## config.mk

```make
export PLATFORM = sky130hd
export DESIGN_NAME = cordic_vec_pipe
export DESIGN_NICKNAME = d
export VERILOG_FILES = /design/src/rtl/cordic_vec_pipe.sv
export SDC_FILE = /design/constraint.sdc
export NUM_CORES = 2
export LEC_CHECK = 0
export ABC_AREA = 1
export BUFFER_PORTS_ARGS = -buffer_cell sky130_fd_sc_hd__buf_4
export CAP_MARGIN = 20
export CORE_AREA = 2 2 303 335
export DETAILED_ROUTE_END_ITERATION = 7
export DIE_AREA = 0 0 305 337
export GPL_TIMING_DRIVEN = 0
export PLACE_DENSITY = 0.78
export SLEW_MARGIN = 20
export SYNTH_ARGS = -nofsm -noshare
export SYNTH_HDL_FRONTEND = slang
export SYNTH_SLANG_ARGS = --single-unit
```

## constraint.sdc

```tcl
create_clock -name clk -period 15.1 [get_ports clk]
set_input_delay 1.51 -clock clk [delete_from_list [all_inputs] [get_ports clk]]
set_output_delay 1.51 -clock clk [all_outputs]
set_load 0.01 [all_outputs]
```

## src/rtl/cordic_vec_pipe.sv

```systemverilog
// cordic_vec_pipe
// Pipelined CORDIC vectoring engine for the Canny gradient stage. Converts a
// signed Sobel gradient (gx, gy) into a gain-compensated magnitude, a
// full-circle angle in [0,360) degrees and the 4-way direction sector used by
// non-maximum suppression.
//
// Pipeline: one pre-rotation register (stage P), ITER micro-rotation
// registers, one finishing/output register (stage F). Latency ITER+2.
//
// Ports
//   clk        clock (single domain)
//   rst        synchronous, active-high reset
//   in_valid   input sample valid
//   in_ready   engine accepts the sample this cycle
//   gx, gy     signed gradients, IN_W bits
//   out_valid  result valid
//   out_ready  downstream accepts the result
//   mag        unsigned magnitude, rounded, saturated to 2^IN_W-1
//   angle      atan2(gy,gx) in [0,360), units of 2^-ANG_FRAC degrees
//   sector     0 = 0 deg, 1 = 45 deg, 2 = 90 deg, 3 = 135 deg
//
// Handshake: a sample is accepted on a rising edge where in_valid && in_ready;
// a result is consumed on a rising edge where out_valid && out_ready. The only
// stall source is an unconsumed result (out_valid && !out_ready); while it is
// present every register, valid bits included, holds and in_ready is low.
// out_ready is ignored while out_valid is low, so bubbles never stall.
module cordic_vec_pipe #(
  parameter int IN_W     = 11,
  parameter int ITER     = 12,
  parameter int ANG_FRAC = 4
) (
  input  logic                     clk,
  input  logic                     rst,
  input  logic                     in_valid,
  output logic                     in_ready,
  input  logic signed [IN_W-1:0]   gx,
  input  logic signed [IN_W-1:0]   gy,
  output logic                     out_valid,
  input  logic                     out_ready,
  output logic [IN_W-1:0]          mag,
  output logic [8+ANG_FRAC:0]      angle,
  output logic [1:0]               sector
);

  localparam int W     = IN_W + 2;
  localparam int ANG_W = 9 + ANG_FRAC;
  localparam int PW    = W + 18;

  // Angles are degrees scaled by 2^16.
  localparam logic signed [31:0] Z180 = 32'sd11796480;
  localparam logic signed [31:0] Z360 = 32'sd23592960;
  localparam logic signed [31:0] T22  = 32'sd1474560;   // 22.5
  localparam logic signed [31:0] T67  = 32'sd4423680;   // 67.5
  localparam logic signed [31:0] T112 = 32'sd7372800;   // 112.5
  localparam logic signed [31:0] T157 = 32'sd10321920;  // 157.5

  // 1/K for the CORDIC gain, 0.60725 in Q16.
  localparam logic signed [PW-1:0] MAG_K   = PW'(39797);
  localparam logic signed [PW-1:0] ROUND   = PW'(32768);
  localparam logic signed [PW-1:0] MAG_MAX = PW'((1 << IN_W) - 1);

  function automatic logic signed [31:0] atan_lut(input int idx);
    case (idx)
      0:       atan_lut = 32'sd2949120;
      1:       atan_lut = 32'sd1740967;
      2:       atan_lut = 32'sd919879;
      3:       atan_lut = 32'sd466945;
      4:       atan_lut = 32'sd234379;
      5:       atan_lut = 32'sd117304;
      6:       atan_lut = 32'sd58666;
      7:       atan_lut = 32'sd29335;
      8:       atan_lut = 32'sd14668;
      9:       atan_lut = 32'sd7334;
      10:      atan_lut = 32'sd3667;
      11:      atan_lut = 32'sd1833;
      12:      atan_lut = 32'sd917;
      13:      atan_lut = 32'sd458;
      14:      atan_lut = 32'sd229;
      15:      atan_lut = 32'sd115;
      default: atan_lut = 32'sd0;
    endcase
  endfunction

  // Index k holds the value entering micro-rotation k; index ITER feeds stage F.
  // y after the last rotation is never needed, so y stops at ITER-1.
  logic signed [W-1:0] x_q  [0:ITER];
  logic signed [W-1:0] x_d  [0:ITER];
  logic signed [W-1:0] y_q  [0:ITER-1];
  logic signed [W-1:0] y_d  [0:ITER-1];
  logic signed [31:0]  z_q  [0:ITER];
  logic signed [31:0]  z_d  [0:ITER];
  logic                v_q  [0:ITER];
  logic                v_d  [0:ITER];
  logic                zf_q [0:ITER];
  logic                zf_d [0:ITER];

  logic                out_valid_q, out_valid_d;
  logic [IN_W-1:0]     mag_q, mag_d;
  logic [ANG_W-1:0]    angle_q, angle_d;
  logic [1:0]          sector_q, sector_d;

  logic                stall;
  logic signed [W-1:0] gx_ext, gy_ext;
  logic signed [PW-1:0] x_ext, prod, mag_wide;
  logic signed [31:0]  z_wrap, z_half;

  assign stall    = out_valid_q && !out_ready;
  assign in_ready = !stall;

  // Pre-rotation and micro-rotations.
  always_comb begin
    gx_ext = {{2{gx[IN_W-1]}}, gx};
    gy_ext = {{2{gy[IN_W-1]}}, gy};

    // Left half-plane is folded into the right half by a 180 degree turn.
    if (gx_ext < 0) begin
      x_d[0] = -gx_ext;
      y_d[0] = -gy_ext;
      z_d[0] = Z180;
    end else begin
      x_d[0] = gx_ext;
      y_d[0] = gy_ext;
      z_d[0] = '0;
    end
    v_d[0]  = in_valid;
    zf_d[0] = (gx == '0) && (gy == '0);

    for (int i = 0; i < ITER; i++) begin
      if (!y_q[i][W-1]) begin
        x_d[i+1] = x_q[i] + (y_q[i] >>> i);
        z_d[i+1] = z_q[i] + atan_lut(i);
      end else begin
        x_d[i+1] = x_q[i] - (y_q[i] >>> i);
        z_d[i+1] = z_q[i] - atan_lut(i);
      end
      v_d[i+1]  = v_q[i];
      zf_d[i+1] = zf_q[i];
    end

    for (int i = 0; i < ITER - 1; i++) begin
      if (!y_q[i][W-1]) y_d[i+1] = y_q[i] - (x_q[i] >>> i);
      else              y_d[i+1] = y_q[i] + (x_q[i] >>> i);
    end
  end

  // Finishing stage: gain compensation, angle wrap, sector classification.
  always_comb begin
    x_ext    = {{18{x_q[ITER][W-1]}}, x_q[ITER]};
    prod     = x_ext * MAG_K;
    mag_wide = (prod + ROUND) >>> 16;

    if (z_q[ITER] < 0) z_wrap = z_q[ITER] + Z360;
    else               z_wrap = z_q[ITER];

    // Direction is an undirected line, so fold onto [0,180).
    if (z_wrap >= Z180) z_half = z_wrap - Z180;
    else                z_half = z_wrap;

    out_valid_d = v_q[ITER];
    mag_d       = '0;
    angle_d     = '0;
    sector_d    = 2'd0;

    if (!zf_q[ITER]) begin
      if (mag_wide < 0)             mag_d = '0;
      else if (mag_wide > MAG_MAX)  mag_d = {IN_W{1'b1}};
      else                          mag_d = IN_W'(mag_wide);

      angle_d = ANG_W'(z_wrap >>> (16 - ANG_FRAC));

      if (z_half < T22 || z_half >= T157) sector_d = 2'd0;
      else if (z_half < T67)              sector_d = 2'd1;
      else if (z_half < T112)             sector_d = 2'd2;
      else                                sector_d = 2'd3;
    end
  end

  always_ff @(posedge clk) begin
    if (rst) begin
      for (int i = 0; i <= ITER; i++) begin
        x_q[i]  <= '0;
        z_q[i]  <= '0;
        v_q[i]  <= 1'b0;
        zf_q[i] <= 1'b0;
      end
      for (int i = 0; i < ITER; i++) y_q[i] <= '0;
      out_valid_q <= 1'b0;
      mag_q       <= '0;
      angle_q     <= '0;
      sector_q    <= 2'd0;
    end else if (!stall) begin
      for (int i = 0; i <= ITER; i++) begin
        x_q[i]  <= x_d[i];
        z_q[i]  <= z_d[i];
        v_q[i]  <= v_d[i];
        zf_q[i] <= zf_d[i];
      end
      for (int i = 0; i < ITER; i++) y_q[i] <= y_d[i];
      out_valid_q <= out_valid_d;
      mag_q       <= mag_d;
      angle_q     <= angle_d;
      sector_q    <= sector_d;
    end
  end

  assign out_valid = out_valid_q;
  assign mag       = mag_q;
  assign angle     = angle_q;
  assign sector    = sector_q;

endmodule

```

==> metrics <==
Most used DFF post-synth edfxtp_1; final net count 8108; synthesized area per cell 8.22 sq um; Via density 5.73; CTS Buf Count 83; number of distinct library cells after synthesis 60; startpoint types flop; # DRC 0; register area share after synthesis 0.363; status completed; setup_tns 0 ns; HPWL Detailed 116000 microns; initial antenna violation count 1; Die Height 337 microns; core area 99700 sq um; commonest non-fill, non-tap cell in the layout inv_1; mapped cell area 58200 sq um; max_cap viols 0; CTS max path bufs 3; Post-synth EDFFs 686; Final Critical Period 6.15 ns; placed inst area 60800 sq um; Worst R2R Path Depth 23; Clk Latency, worst-skew pair 0.68 ns; DR iter-0 viols 3309; Max Clock Skew 0.0268 ns; die area 103000 sq um; final slew viol count 0; placed cell count 8462; Layout area overhead 9.09%; final non-filler cell total 8622; Fmax 163 MHz; hold path cells 2; number of global-route vias before repair 47500; yosys warns 0; worst hold slack 0.452 ns; CP max FO 10; Cells after Synth 7084; wire per inst 17.1 microns; DRT Wirelength 148000 microns; Slew headroom 0.208; crit path kind reg2reg; drt first pass iters 6; RSZ-0062 raised after global routing no; commonest non-fill, non-tap cells in the layout inv_1 (1054), a21oi_1 (994), nand2_1 (986); gr ovfl total 0; I/O Buffers 52; CTS Hold Bufs 0; fillcell total 8302; type of the worst min-delay path reg2reg; Top Ports 54; Initial Util 0.584; Req. time, crit path 15.66 ns; worst slew pin tran 1.19 ns; # setup viols final 0; Die Wd 305 microns; layout cells sized above 1 0.0388; # rows 122; DRT antenna net count 0; largest net degree at the start of global routing 39; Worst-path clk slew 0.06 ns; Vias 49400; gr usage total 0.284; Seq cells post-synth 713; Arr. time, crit path 6.71 ns; first-pass GRT wire length 235000 microns; ys async rst share 0; final hold violations 0; clk sinks 713; design area 63500 sq um; Setup crit end kind flop; H-tree depth 3; post-cts resize count 0; crit share post-route 0.407; Placer Congestion 0.936; CTS tree done; clock root buffer clkbuf_16; postcts setup bufs 0
worst max-delay path, cell delays in order (launching register included):
cell and delay (ns):
edfxtp_1 0.60, ha_1 0.48, inv_1 0.09, fa_1 0.45
fa_1 0.55, inv_1 0.05, fa_1 0.50, inv_1 0.06
fa_1 0.53, inv_1 0.05, fa_1 0.45, ha_1 0.33
a21oi_1 0.25, o21a_1 0.17, nor2_1 0.04, o31ai_1 0.21
nand3_1 0.14, xor2_1 0.15, or2_2 0.26, o21ai_0 0.22
buf_2 0.24, nand2_1 0.09, nand2_1 0.07, nand2_1 0.05
synthesized netlist by cell type (all sizes together) (66+ instances only):
| cell | number | share of area |
|---|---|---|
| xor2 | 86 | 0.013 |
| fa | 109 | 0.037 |
| inv | 1063 | 0.069 |
| ha | 724 | 0.16 |
| o21a | 146 | 0.019 |
| nor3 | 111 | 0.0096 |
| nand2 | 1008 | 0.066 |
| clkbuf | 101 | 0.0065 |
| nor2 | 717 | 0.047 |
| a21oi | 994 | 0.085 |
| nand3 | 192 | 0.017 |
| a31oi | 66 | 0.0071 |
| o21ai | 698 | 0.060 |
| edfxtp | 686 | 0.35 |
layer usage:
layer,GRT usage,vias to the layer above,share of wire
met3,0.0343,377,0.045
met5,0,-,0
met2,0.542,1261,0.52
met1,0.307,22900,0.38
li1,-,24800,-
met4,0.143,0,0.051
kinds of logic after synthesis:
kind of cell | synth area share
fa+ha+maj | 0.193
compound gates | 0.196
flops | 0.363
xor+xnor | 0.0221
mux | 0.000172
simple gates | 0.149
buf+inv | 0.0771
other cells | 0.0000644
final timing paths:
| path | end | slack (ns) | from |
|---|---|---|---|
| setup / recovery | mag[6] | 8.95 | x_q[1][58] |
| hold / removal | mag[6] | 0.45 | mag[6] |
| setup reg to reg | mag[6] | 8.95 | x_q[1][58] |
| hold reg to reg | mag[6] | 0.45 | mag[6] |
metrics by stage:
| step | utilization | worst slack (ns) |
|---|---|---|
| 6_report | 0.637 | 8.95 |
| 3_3_place_gp | 0.605 | -3.19 |
| 5_1_grt | 0.637 | 8.66 |
| 4_1_cts | 0.637 | 8.97 |
| 3_5_place_dp | 0.610 | 9.01 |
| 2_1_floorplan | - | 1.81 |
cell type report:
cell class | instances | area (sq um) | area share
antenna | 1 | 2.50 | 0.0000394
multi-input combinational | 5185 | 32600 | 0.513
timing repair buffer | 79 | 925 | 0.0146
inverter | 1068 | 4010 | 0.0631
tap | 1302 | 1630 | 0.0256
clock buffer | 94 | 2180 | 0.0343
clock inverter | 61 | 536 | 0.00843
sequential | 713 | 21100 | 0.333
buffer | 119 | 489 | 0.00770
state kept, by name, summed over array words and instances (netlist names):
| register | flops |
|---|---|
| angle | 13 |
| zf_q | 13 |
| sector | 2 |
| x_q | 168 |
| v_q | 13 |
| mag | 11 |
| y_q | 145 |
| z_q | 347 |
| out_valid | 1 |
Power is left out: the tool's default activity adds up to more than one toggle a clock period on the data nets, which glitch-free logic cannot reach.
